--- src/rtl/dmem_arbiter.sv ---
// dmem_arbiter: shares one combinational-read data-memory port between the
// pipeline MEM stage (port 0) and the loader/debug master (port 1).
// Accesses are serialised, each one drives the memory for ACCESS_LAT cycles
// and completes with a one-cycle ack. Contention is resolved round-robin.
//
//   state      | meaning
//   -----------+---------------------------------------------------------
//   ST_IDLE    | no access in flight; grant a pending request if any
//   ST_ACCESS  | memory port driven for the latched request, cnt counts down
//   ST_RESP    | ack pulse to the granted port, round-robin pointer flips
module dmem_arbiter #(
  parameter int unsigned ACCESS_LAT = 2
) (
  input  logic        clk,
  input  logic        rst_n,
  input  logic        p0_req,
  input  logic        p0_we,
  input  logic [31:0] p0_addr,
  input  logic [31:0] p0_wdata,
  output logic        p0_ack,
  output logic [31:0] p0_rdata,
  input  logic        p1_req,
  input  logic        p1_we,
  input  logic [31:0] p1_addr,
  input  logic [31:0] p1_wdata,
  output logic        p1_ack,
  output logic [31:0] p1_rdata,
  output logic        stall,
  output logic        mem_rd,
  output logic        mem_wr,
  output logic [31:0] mem_addr,
  output logic [31:0] mem_wdata,
  input  logic [31:0] mem_rdata
);

  typedef enum logic [1:0] {
    ST_IDLE   = 2'd0,
    ST_ACCESS = 2'd1,
    ST_RESP   = 2'd2
  } state_t;

  // Count loaded at grant; the access ends on the edge where cnt reaches 0.
  localparam logic [3:0] CNT_INIT = 4'(ACCESS_LAT - 1);

  state_t      state_q, state_d;
  logic [3:0]  cnt_q, cnt_d;
  logic        prio_q, prio_d;
  logic        gnt_q, gnt_d;
  logic        we_q, we_d;
  logic [31:0] addr_q, addr_d;
  logic [31:0] wdata_q, wdata_d;
  logic [31:0] p0_rdata_q, p0_rdata_d;
  logic [31:0] p1_rdata_q, p1_rdata_d;
  logic        p0_ack_q, p0_ack_d;
  logic        p1_ack_q, p1_ack_d;
  logic        mem_rd_q, mem_rd_d;
  logic        mem_wr_q, mem_wr_d;
  logic [31:0] mem_addr_q, mem_addr_d;
  logic [31:0] mem_wdata_q, mem_wdata_d;

  logic        sel;
  logic        sel_we;
  logic [31:0] sel_addr;
  logic [31:0] sel_wdata;

  // Pick the requester to grant: the sole one, or the one prio names on a tie.
  always_comb begin
    sel       = (p0_req & p1_req) ? prio_q : p1_req;
    sel_we    = sel ? p1_we    : p0_we;
    sel_addr  = sel ? p1_addr  : p0_addr;
    sel_wdata = sel ? p1_wdata : p0_wdata;
  end

  // Next-state logic. Memory strobes and acks are computed one cycle ahead so
  // that every output leaves a flop and reset clears them immediately.
  always_comb begin
    state_d     = state_q;
    cnt_d       = cnt_q;
    prio_d      = prio_q;
    gnt_d       = gnt_q;
    we_d        = we_q;
    addr_d      = addr_q;
    wdata_d     = wdata_q;
    p0_rdata_d  = p0_rdata_q;
    p1_rdata_d  = p1_rdata_q;
    p0_ack_d    = 1'b0;
    p1_ack_d    = 1'b0;
    mem_rd_d    = 1'b0;
    mem_wr_d    = 1'b0;
    mem_addr_d  = 32'd0;
    mem_wdata_d = 32'd0;

    case (state_q)
      ST_IDLE: begin
        if (p0_req | p1_req) begin
          state_d     = ST_ACCESS;
          cnt_d       = CNT_INIT;
          gnt_d       = sel;
          we_d        = sel_we;
          addr_d      = sel_addr;
          wdata_d     = sel_wdata;
          mem_addr_d  = sel_addr;
          mem_wdata_d = sel_we ? sel_wdata : 32'd0;
          mem_rd_d    = ~sel_we;
          // With a single-cycle access the write strobe is the first cycle.
          mem_wr_d    = sel_we & (CNT_INIT == 4'd0);
        end
      end

      ST_ACCESS: begin
        if (cnt_q == 4'd0) begin
          state_d = ST_RESP;
          if (!we_q) begin
            if (gnt_q) p1_rdata_d = mem_rdata;
            else       p0_rdata_d = mem_rdata;
          end
          p0_ack_d = ~gnt_q;
          p1_ack_d = gnt_q;
        end else begin
          cnt_d       = cnt_q - 4'd1;
          mem_addr_d  = addr_q;
          mem_wdata_d = we_q ? wdata_q : 32'd0;
          mem_rd_d    = ~we_q;
          // One write strobe per access, in the final ACCESS cycle.
          mem_wr_d    = we_q & (cnt_d == 4'd0);
        end
      end

      ST_RESP: begin
        state_d = ST_IDLE;
        prio_d  = ~prio_q;
      end

      default: begin
        state_d = ST_IDLE;
      end
    endcase
  end

  // State and output registers; async reset aborts any access in flight.
  always_ff @(posedge clk or negedge rst_n) begin
    if (!rst_n) begin
      state_q     <= ST_IDLE;
      cnt_q       <= 4'd0;
      prio_q      <= 1'b0;
      gnt_q       <= 1'b0;
      we_q        <= 1'b0;
      addr_q      <= 32'd0;
      wdata_q     <= 32'd0;
      p0_rdata_q  <= 32'd0;
      p1_rdata_q  <= 32'd0;
      p0_ack_q    <= 1'b0;
      p1_ack_q    <= 1'b0;
      mem_rd_q    <= 1'b0;
      mem_wr_q    <= 1'b0;
      mem_addr_q  <= 32'd0;
      mem_wdata_q <= 32'd0;
    end else begin
      state_q     <= state_d;
      cnt_q       <= cnt_d;
      prio_q      <= prio_d;
      gnt_q       <= gnt_d;
      we_q        <= we_d;
      addr_q      <= addr_d;
      wdata_q     <= wdata_d;
      p0_rdata_q  <= p0_rdata_d;
      p1_rdata_q  <= p1_rdata_d;
      p0_ack_q    <= p0_ack_d;
      p1_ack_q    <= p1_ack_d;
      mem_rd_q    <= mem_rd_d;
      mem_wr_q    <= mem_wr_d;
      mem_addr_q  <= mem_addr_d;
      mem_wdata_q <= mem_wdata_d;
    end
  end

  assign p0_ack    = p0_ack_q;
  assign p1_ack    = p1_ack_q;
  assign p0_rdata  = p0_rdata_q;
  assign p1_rdata  = p1_rdata_q;
  assign mem_rd    = mem_rd_q;
  assign mem_wr    = mem_wr_q;
  assign mem_addr  = mem_addr_q;
  assign mem_wdata = mem_wdata_q;

  // Pipeline freeze drops in the ack cycle so the MEM stage advances then.
  assign stall = p0_req & ~p0_ack_q;

endmodule

--- config.mk ---
export PLATFORM = sky130hd
export DESIGN_NAME = dmem_arbiter
export DESIGN_NICKNAME = d
export VERILOG_FILES = /design/src/rtl/dmem_arbiter.sv
export SDC_FILE = /design/constraint.sdc
export NUM_CORES = 1
export LEC_CHECK = 0
export BUFFER_PORTS_ARGS = -buffer_cell sky130_fd_sc_hd__buf_2
export CORE_MARGIN = 8
export CORE_UTILIZATION = 45
export DETAILED_ROUTE_END_ITERATION = 10
export GPL_TIMING_DRIVEN = 0
export PLACE_DENSITY = 0.76
export SYNTH_ARGS = -nofsm -noshare
export SYNTH_HDL_FRONTEND = slang
export SYNTH_SLANG_ARGS = --single-unit
--- constraint.sdc ---
create_clock -name clk -period 2.1 [get_ports clk]
set_input_delay 0.42 -clock clk [delete_from_list [all_inputs] [get_ports clk]]
set_output_delay 0.42 -clock clk [all_outputs]
set_load 0.005 [all_outputs]
Yosys cells after proc, flatten, opt, wreduce, memory -nomap -nowiden
Index checks and enable logic that the tools add are counted.
Storage, ports and cells
  register bits: 205
  input port bits: 166
  output and inout port bits: 133
  word-level logic and storage cells: 66
Cells by class
  $add $sub $neg: 1
  equality and inequality tests: 5
  mux-type cells: 27
  bitwise gates (word level): 9
  reductions and logical operators: 9
Operators by type and width (number)
  $mux 32: 8
  $pmux 32 s2: 2
  $mux 1: 10
  $logic_not 4->1: 2
  $mux 4: 2
  $pmux 4 s2: 1
  $reduce_and 4->1: 2
  $ne 2x2->1 const B: 3
  $not 1->1: 5
  $mux 2: 2
  $pmux 2 s2: 1
  $reduce_and 2->1: 2
  $sub 4x1->4 const B: 1
  $and 1x1->1: 3
  $reduce_and 3->1: 1
  $eq 2x1->1 const B: 1
  $eq 2x2->1 const B: 1
  $logic_not 2->1: 1
  $pmux 1 s2: 1
  $reduce_bool 2->1: 1
  $or 1x1->1: 1

Longest topological paths before layout
  depth after elaboration: 6
  depth in mapped cells: 8
  mapped depth without buffers: 6

Least setup slack after synthesis
OpenSTA, ideal clock, no wires.
  path kind: register to register
  from: register cnt_q[0]
  to: register p0_rdata_q[10] (netlist: p0_rdata[10])
  setup time: 0.125 ns
  arrival: 1.861 ns
  data required time: 1.975 ns
  slack: 0.114 ns
  stages on the path, launching flop included: 9
  path buffers: 3
  clock period less this slack: 1.986 ns
  cells stage by stage: dfrtp_1 > inv_1 > ha_1 > clkbuf_1 > nand3_1 > or3_1 > buf_2 > buf_6 > mux2_4
Between the ends
  longest elaborated chain between the ends: 2
RTL lines
  start: declaration: RTL line 46  | logic [3:0] cnt_q, cnt_d;
  start signal: assignment: RTL line 160  | cnt_q <= cnt_d;
  $logic_not 4->1: RTL line 111  | if (cnt_q == 4'd0) begin
  $reduce_and 4->1 (no source line)
  end signal: assignment: RTL line 166  | p0_rdata_q <= p0_rdata_d;
  end: declaration: RTL line 52  | logic [31:0] p0_rdata_q, p0_rdata_d;
Every way passes these cells.
A chain may end at the register's enable or synchronous reset.

Worst setup path in the final report
  from: register state_q[1]
  to: register mem_addr_q[18] (netlist: mem_addr[18])
Between the ends
  longest elaborated chain between the ends: 2
  elaborated cells between the ends (all ways): 3
  those cells by class: 1 x eq/ne; 1 x mux; 1 x reduce/logical
RTL lines
  start: declaration: RTL line 45  | state_t state_q, state_d;
  start signal: assignment: RTL line 159  | state_q <= state_d;
  $eq 2x1->1 or $logic_not 2->1 (tied branches): RTL line 93  | case (state_q)
  $pmux 32 s2 *: RTL line 93
  named net mem_addr_d[18]: RTL line 58  | logic [31:0] mem_addr_q, mem_addr_d;
  end signal: assignment: RTL line 172  | mem_addr_q <= mem_addr_d;
  end: declaration: RTL line 58
Mark *: on every way through the listed nets, which the timed path passes. The rest lies on a longest branch.

==> impl_results.md <==
- Hpwl dp: 17.6 mm
- Num ports: between 200 and 300
- Crit-path max FO: 10
- Critical Path AT: ~2.4 ns
- Final worst path period need: 2.00 ns
- Hold Crit Class: in2reg
- Pins over their slew limit: 0
- Syn_nets: between 800 and 900
- GP Congestion: 0.805
- WHS Path Cells: 2
- Post-Place Worst Slack: -0.452 ns
- Initial DRC Count: 317
- Synth Area in XOR/XNOR: 0.00207
- Worst-Skew Late Latency: 0.49 ns
- Post-Synth Adder-Cell Area: 0.00296
- Netlist cell types: 35
- Post-synth top cells: dfrtp_1, nand2_1, o21ai_0
- Crit start category: flip-flop
- Wirelength, routed: between 20 and 25 mm
- Post-synthesis sequential area ratio: 0.607
- Max Cap Viol: 0
- Die boundary width: between 150 and 200 um
- Combinational share of power: 0.376
- Largest family of logic cells by synthesized area: multiplexers
- Post-synth top area cell: dfrtp_1
- Max Clock Skew: between 0.01 and 0.015 ns
- Initial Util: 0.455
- GRT overflow: 0
- Yosys reg bits: between 200 and 250
- Dpl cell area: just over 10000 um2
- Crit path kind: reg2reg
- Die area: 23400 um2
- Seq pwr share: 0.406
- Crit share post-route: 0.952
- Site Rows: 50
- Number of synthesized flops with an enable pin: 0
- CP required: roughly 2.5 ns
- Share of flip-flops with an asynchronous set or reset: 1.00
- CTS tree: done
- Slowest cell delay on critical path: just under 0.5 ns
- Final nets: about 1200
- Most numerous cell in the Yosys netlist: dfrtp_1
- Vias per cell: approximately 5.1
- Critical Path End Type: flip-flop
- Largest net degree at the start of global routing: 111
- First-pass GRT wire length: between 30 and 40 mm
- Int Pwr: 0.0110 W
- Synth warnings: 0
- Top cell type's share of synthesized area: 0.607
- Final Hold Vio Count: 0
- Clock sinks: between 200 and 250
- Vias in the first global route: just under 7000
- Mapped cell area: 8460 um2
- Switch share: 0.341
- Initial antenna violation count: 4
- Global Route Usage Sum: 0.197
- F_max: around 500 MHz
- Clock Power Share: 0.218
- Max VDD drop: 779 uV
- Synth Area in Compound Gates: 0.110
- Num CTS Buffers: 22
- Die H: between 150 and 200 um
- Post-CTS Setup Bufs: 0
- Setup-failing EPs final: 0
- H-tree depth: 1
- Slew headroom: 0.520
- Root Buffer: clkbuf_16
- Clk slew on worst S/H paths: roughly 0.06 ns
- Worst setup margin: 0.101 ns
- Core area: 18600 um2
- Critical path cell sequence: nand2b_1 -> a21oi_2 -> clkbuf_1 -> nand2_1 -> o21ai_0
- Simple-Gate Fraction of Synth Area: 0.0726
- DRC Markers: 0
- Synth top area cells: dfrtp_1, mux2i_1, nand2_1, mux2_4, mux2_2
- RSZ-0062 raised after global routing: true
- Post-route ant nets: 0
- Final instance area: ~11000 um2
- 1st-pass router iterations: 4
- Vias: 6408
- Layout area overhead: 30.5%
- Pleak: about 5.9 nW
- Final core utilization: 0.594
- Worst Max-Slew Pin Slew: around 0.7 ns
- Multiplexer area fraction after synthesis: 0.178
- Share of cells above drive strength 1: 0.420
- Hold slack: between 0.15 and 0.2 ns
- Worst reg2reg path depth: 5
- Run status: completed
- PD cells: approximately 1500 nW/um2
- Average instance area after synthesis: around 12 um2
- Post-Syn Instances: a little under 700
- Setup_tns: 0 ns
- Wire length per cell: 18.6 um
- Slowest-stage cell, CP: dfrtp_1
- Port-buffer cells: slightly below 300
- Primary FF master, synth: dfrtp_1
- Sw Pwr: ~0.0057 W
- Clk buf depth: 3
-- power groups by stage --
stage,Clock [W],Combinational (W),Sequential [W]
CTS,0.00373,0.00631,0.00676
global placement,0,0.00609,0.00669
global route,0.00388,0.00697,0.00697
finish,0.00362,0.00625,0.00676
detailed placement,0,0.00622,0.00678
floorplan,0,0.00346,0.00679
-- final timing paths --
kind | end | slack (ns) | from
setup / recovery | mem_addr[18] | 0.10 | state_q[1]
hold / removal | p0_rdata[28] | 0.18 | mem_rdata[28]
setup reg to reg | mem_addr[18] | 0.10 | state_q[1]
hold reg to reg | wdata_q[8] | 0.47 | wdata_q[8]
max in group asynchronous | wdata_q[11] | 0.58 | rst_n
min in group asynchronous | p0_rdata[21] | 0.54 | rst_n
-- layer usage --
layer,share of wire,up-vias,GRT usage
li1,-,3015,-
met1,0.41,3119,0.242
met2,0.49,219,0.333
met3,0.070,49,0.0519
met4,0.028,6,0.0613
met5,0.0010,-,0
-- critical path, delay by kind of cell (launching register included) --
kind	cells	cell delay (ns)
AOI/OAI and AO/OA	2	0.53
DFF	1	0.49
buffers and inverters	1	0.47
and+or+nand+nor	2	0.42
-- sequential cells by signal, indices dropped and copies added, names as in the netlist, 2 cells and up --
register   cells
mem_addr      32
p1_rdata      32
wdata_q       32
mem_wdata     32
p0_rdata      32
addr_q        32
cnt_q          4
state_q        2
-- layout make-up --
type                    count  area, um2
inverters                   5       18.8
clock inverters             7       43.8
repair buffers            300       1540
diodes                      1       2.50
well taps                 234        293
flip-flops and latches    205       5130
multi-input cells         430       3140
clock buffers              33        643
plain buffers              43        226
fillers                  1543       7550
-- metrics by stage --
step	power, W	cells
floorplan	0.0103	684
global placement	0.0128	1216
detailed placement	0.0130	1217
CTS	0.0168	1257
global route	0.0178	1258
finish	0.0166	1258
-- placed cells by master, fill, tap and decap left out, types with 2 or more instances in the layout --
| cell type | count |
|---|---|
| a21o_1 | 33 |
| a21oi_1 | 2 |
| a22o_1 | 32 |
| buf_2 | 304 |
| buf_4 | 4 |
| buf_6 | 3 |
| clkbuf_1 | 25 |
| clkbuf_16 | 23 |
| clkbuf_2 | 9 |
| clkbuf_4 | 2 |
| clkbuf_8 | 3 |
| clkinv_2 | 5 |
| dfrtp_1 | 205 |
| inv_1 | 5 |
| mux2_2 | 37 |
| mux2_4 | 30 |
| mux2i_1 | 64 |
| nand2_1 | 133 |
| nand2b_1 | 2 |
| nand3_1 | 5 |
| nor2_1 | 3 |
| nor2_4 | 2 |
| o21ai_0 | 67 |
| o21ai_1 | 2 |
| or3_1 | 2 |
-- repair_timing --
action / in CTS / in global routing
gates cloned: 0 / 0
hold buffers: 1 / 0
resized for setup: 11 / 11
hold endpoints to repair: 79 / 0
pin swaps: 0 / 1
endpoints found under the setup margin: 195 / 121
-- kinds of logic after synthesis --
kind of cell | after synthesis
AOI/OAI and AO/OA | 142
xor gates and xnor gates | 2
adders and majority gates | 2
buffers and inverters | 49
DFF | 205
muxes | 131
and+or+nand+nor | 153
(Power assumes the default switching activity.)
